File: config.mk
export PLATFORM = sky130hd
export DESIGN_NAME = pc_regfile_core
export DESIGN_NICKNAME = d
export VERILOG_FILES = /design/src/rtl/pc_regfile_core.sv
export SDC_FILE = /design/constraint.sdc
export NUM_CORES = 1
export LEC_CHECK = 0
export ABC_AREA = 1
export ABC_CLOCK_PERIOD_IN_PS = 2900
export CAP_MARGIN = 20
export CORE_ASPECT_RATIO = 2
export CORE_MARGIN = 5
export CORE_UTILIZATION = 40
export CTS_BUF_LIST = sky130_fd_sc_hd__clkbuf_16
export DETAILED_ROUTE_END_ITERATION = 10
export DONT_BUFFER_PORTS = 1
export GPL_ROUTABILITY_DRIVEN = 0
export PLACE_DENSITY = 0.59
export SETUP_SLACK_MARGIN = 0.05
export SYNTH_ARGS = -nofsm -noshare
export SYNTH_HDL_FRONTEND = slang
export SYNTH_SLANG_ARGS = --single-unit
export TNS_END_PERCENT = 100
File: constraint.sdc
create_clock -name clock -period 2.9 [get_ports clock]
set_input_delay 0.29 -clock clock [delete_from_list [all_inputs] [get_ports clock]]
set_output_delay 0.29 -clock clock [all_outputs]
set_load 0.03 [all_outputs]
File: src/rtl/pc_regfile_core.sv
`default_nettype none
// ============================================================================
// Module      : pc_regfile_core
// Description : Program counter with an enable-gated increment, plus a
//               2**ADDR_WIDTH x DATA_WIDTH register file. The register file
//               has one write port and two asynchronous read ports. Port A
//               shares its select with the write address.
// Revision    : 1.0 - initial release
// ============================================================================
module pc_regfile_core #(
  parameter int PC_WIDTH   = 6,
  parameter int DATA_WIDTH = 16,
  parameter int ADDR_WIDTH = 3
) (
  input  logic                  clock,
  input  logic                  reset,
  input  logic                  controle,
  output logic [PC_WIDTH-1:0]   pc_out,
  output logic [PC_WIDTH-1:0]   pc_next,
  input  logic                  Hab_Escrita,
  input  logic [ADDR_WIDTH-1:0] Sel_E_SA,
  input  logic [ADDR_WIDTH-1:0] Sel_SB,
  input  logic [DATA_WIDTH-1:0] E,
  output logic [DATA_WIDTH-1:0] A,
  output logic [DATA_WIDTH-1:0] B
);

  localparam int NUM_REGS = 2 ** ADDR_WIDTH;

  logic [PC_WIDTH-1:0]   pc_q;
  logic [PC_WIDTH-1:0]   pc_d;
  logic [DATA_WIDTH-1:0] regs_q [NUM_REGS];

  // Incrementer wraps naturally at 2**PC_WIDTH; the carry is discarded.
  always_comb begin
    pc_next = pc_q + PC_WIDTH'(1);
    pc_d    = controle ? pc_next : pc_q;
  end

  // PC register: cleared asynchronously, advances only when enabled.
  always_ff @(posedge clock or negedge reset) begin
    if (!reset) begin
      pc_q <= '0;
    end else begin
      pc_q <= pc_d;
    end
  end

  assign pc_out = pc_q;

  // Register file storage. Every entry, including entry 0, is writable.
  always_ff @(posedge clock or negedge reset) begin
    if (!reset) begin
      for (int i = 0; i < NUM_REGS; i++) begin
        regs_q[i] <= '0;
      end
    end else if (Hab_Escrita) begin
      regs_q[Sel_E_SA] <= E;
    end
  end

  // Reads come straight from storage, with no write-data bypass.
  always_comb begin
    A = regs_q[Sel_E_SA];
    B = regs_q[Sel_SB];
  end

endmodule
`default_nettype wire

==> Word level (Yosys, flattened, before mapping) <==
Index checks and enable logic that the tools add are counted.
W data, S select, Z words.
{ "classes": {"addsub": 1, "magnitude_cmp": 3, "muxes": 9, "bitwise_logic": 2, "reduce_logical": 1} }
{ "ops": {"columns": ["cell", "count"], "rows": [
  ["$bwmux W128", 1],
  ["$bmux W16 S3", 2],
  ["$mux W16", 5],
  ["$demux W16 S3", 1],
  ["$ge A4 B4 Y1 const B", 2],
  ["$not A3 Y4", 2],
  ["$add A6 B1 Y6 const B", 1],
  ["$lt A4 B1 Y1 const B", 1],
  ["$logic_and A1 B1 Y1", 1]
]} }
{ "totals": {"reg_bits": 134, "input_bits": 26, "output_inout_bits": 44, "word_cells": 25} }

==> Longest topological paths before layout <==
{ "logic_depth": {"depth_word": 6, "depth_mapped": 8, "depth_no_buf": 7} }

==> Worst setup path before layout <==
Ideal clock, no wire load.
{ "synth_path": {"path_kind": "register to output", "from": "register pc_q[0], in the netlist pc_out[0]", "to": "output port pc_next[4]", "arrival_ns": 1.425, "t_required_ns": 2.610, "setup_slack_ns": 1.185, "stages_incl_launch_ff": 4, "n_path_buf": 0, "cell_sequence": "dfrtp_1 -> ha_1 -> nand3_1 -> xor2_1"} }
{ "synth_between": {"elab_chain_len": 1} }
{ "synth_rtl": {"columns": ["item", "line_no", "text"], "rows": [
  ["start, declared", "30", "logic [PC_WIDTH-1:0] pc_q;"],
  ["start signal, assigned", "45", "pc_q <= pc_d;"],
  ["$add A6 B1 Y6", "36", "pc_next = pc_q + PC_WIDTH'(1);"],
  ["end, declared", "19", "output logic [PC_WIDTH-1:0] pc_next,"]
]} }
Every way passes these cells.

==> Worst setup path in the final report <==
Same ends and word-level chain as after synthesis.

==> impl_results.md <==
* Status: finished with violations
* Failing checks: negative hold slack
* Power Dens Cells at around 720 nW/um^2
* Final setup viols at 0
* Max frequency at 446 MHz
* Maximum VDD drop at roughly 0.0006 V
* Sequential fraction of the synthesis area at 42.9%
* Worst slew pin tran at 0.909 ns
* Critical R2R Launch: pc_out[0]
* HPWL after DPL at 15.2 mm
* CP Max Fanout at 5
* Post-synth top area cell: dfrtp_1
* RSZ-0062 raised after global routing: no
* Worst slack, placed at 1.12 ns
* First-pass GRT wire length at 39.4 mm
* # diodes at 0
* # DRC at 0
* Filler cells at 2076
* Net Sw Power at 2.21 mW
* CP Launch Point: pc_out[0]
* Synth Register Bits at around 130
* Power Total at between 6 and 7 mW
* Post-DR wirelength/cell at 16.9 um
* Reg power frac at 40.8%
* Final WS setup at 0.657 ns
* Area grow syn2layout at 12.0%
* Setup Fix Bufs, Post-CTS at 0
* Synth cell types at 21
* Register Area at 3350 um^2
* CP Launch Type: register
* Worst-path cell chain: ha_1, nand3_1, xor2_1
* Post-route ant nets at 0
* Area of the multi-input gates at between 3000 and 4000 um^2
* Switch share at 34.8%
* IO Pins at 70
* Slowest cell on crit path: dfrtp_1
* Final nets at 1229
* Starting Density at 40.5%
* Layout cell share with drive strength beyond 1 at 4.44%
* Kind of critical path: register to output pin
* Worst Path Required at 2.61 ns
* Vias in the first global route at 7030
* Die footprint at 22600 um^2
* H-tree levels at 4
* Dpl cell area at 7970 um^2
* Antenna violations before repair at 0
* Arr. time, crit path at 1.95 ns
* Largest cells by area after synthesis: dfrtp_1 (43%), nand2_1 (31%), inv_1 (6.5%)
* Initial DRC Count at around 550
* Clk_skew at 0.000909 ns
* Syn Nets at about 1.2k
* Synthesized area at 7810 um^2
* Worst Hold Slack at -0.444 ns
* Clock share of power at 35.7%
* Cts repair resizes at 0
* CTS Root Cell: clkbuf_16
* Final WL at 24.9 mm
* Die W at 109 um
* Count of pins over their slew limit at 0
* Max incr delay on CP at 0.59 ns
* CTS tree: done
* Relative slew slack at around two fifths
* Router iterations before antenna repair at 5
* All-layer global routing usage at 23.1%
* Setup crit end kind: output pin
* Tcrit/Tclk final at 77.3%
* Leakage Power at 4.88 nW
* Grt total ovfl at 0
* CTS buffer count at 17
* Mean instance size in the synthesized netlist at 6.41 um^2
* Post-layout minimum cycle time at 2.24 ns
* DIE HEIGHT at ~210 um
* Max Cap Violations at 0
* Number of port buffers at 0
* Fin area at 8750 um^2
* Worst-path clk slew at 0.06 ns
* P_int at 4.13 mW
* Max clock buf depth at 2
* Endpoints failing hold at roughly 130
* Post-synthesis cell count at 1219
* CORE AREA at roughly 19000 um^2
* Area fraction of the dominant cell type after synthesis at a little over two fifths
* Cts hold-fix bufs at 17
* Rows at 72
* Largest net degree at the start of global routing at about 140
* Combinational power share at roughly a quarter
* Setup_tns at 0 ns
* Clock Sinks at around 130
* Worst-Skew Late Latency at 0.43 ns
* Hold Crit Class: input port to asynchronous set/reset pin
* Syn. warnings at 0
* Vias after detailed routing at 7407
* Via density at 5.03
[power groups by stage]
stage / logic (mW) / registers (mW) / clock network, mW
floorplan: 1.25 / 2.54 / 0
CTS: 1.50 / 2.58 / 2.30
finish: 1.49 / 2.59 / 2.26
detailed placement: 1.47 / 2.61 / 0
global route: 1.71 / 2.64 / 2.38
global placement: 1.45 / 2.61 / 0
[cells by family (layout without fill, tap and decap cells)]
family | Yosys count | in the layout | share of synthesized area (%)
AOI/OAI and AO/OA | 129 | 129 | 8.30
xor gates and xnor gates | 4 | 4 | 0.449
adders and majority gates | 1 | 1 | 0.160
buffers and inverters | 209 | 205 | 10.7
DFF | 134 | 134 | 42.9
and+or+nand+nor | 742 | 742 | 37.4
[registers in the layout, indices dropped and copies added, names as in the netlist]
register  cells
pc_out        6
regs_q      128
[stage by stage]
stage,std cells,util [%]
after floorplan,1219,-
after global placement,1425,41.3
after detailed placement,1425,41.3
after CTS,1474,45.4
after global routing,1474,45.4
final,1474,45.4
[placed cells by master (no fill, tap or decap)]
cell and count:
buf_4 13, o21bai_1 1, buf_12 2, o21ai_0 83
nand3_1 83, clkinv_1 2, clkinvlp_4 4, and2_1 1
inv_2 4, clkbuf_16 17, dlygate4sd3_1 17, o21ai_1 45
dfrtp_1 134, nand2_1 650, bufinv_16 4, inv_6 1
inv_1 138, nand3_2 1, nor2_8 1, nor2_1 2
xor2_1 4, clkinv_2 1, clkinv_4 1, inv_4 1
ha_1 1, nor2_2 2, nand2_2 2
[cell type report]
| cell class | count | share of cell area [%] |
|---|---|---|
| multi-input cells | 876 | 41.4 |
| well taps | 259 | 3.70 |
| clock inverters | 15 | 2.15 |
| clock buffers | 17 | 4.86 |
| flip-flops and latches | 134 | 38.3 |
| repair buffers | 32 | 3.52 |
| inverters | 141 | 6.08 |
[cells in the mapped netlist, drive strengths merged]
master	number
o21bai	1
buf	38
nor2	5
o21ai	128
nand2	652
xor2	4
dfrtp	134
clkbuf	30
and2	1
ha	1
inv	141
nand3	84
[routing by layer]
metal	vias up	global-route usage, %	share of wire [%]
li1	3662	-	-
met1	3493	27.5	39
met2	215	40.7	53
met3	37	3.92	5.3
met4	0	8.94	2.5
met5	-	0	0
[final timing paths]
| check | to | slack (ns) | cells past startpoint |
|---|---|---|---|
| hold reg to reg | regs_q[26] | 0.48 | 2 |
| min in group clock | pc_out[3] | 0.09 | 3 |
| setup reg to reg | pc_out[4] | 1.13 | 5 |
| max in group asynchronous | regs_q[99] | 3.11 | 0 |
| hold / removal | regs_q[13] | -0.44 | 0 |
| setup / recovery | pc_next[4] | 0.66 | 3 |
[worst max-delay path: cells and delay by family, from the launching register on]
family                     cells  cell delay (ns)
DFF                            1             0.59
and+or+nand+nor                1             0.10
xor gates and xnor gates       1             0.58
adders and majority gates      1             0.26
No activity file was read; power rests on OpenSTA's default activity.
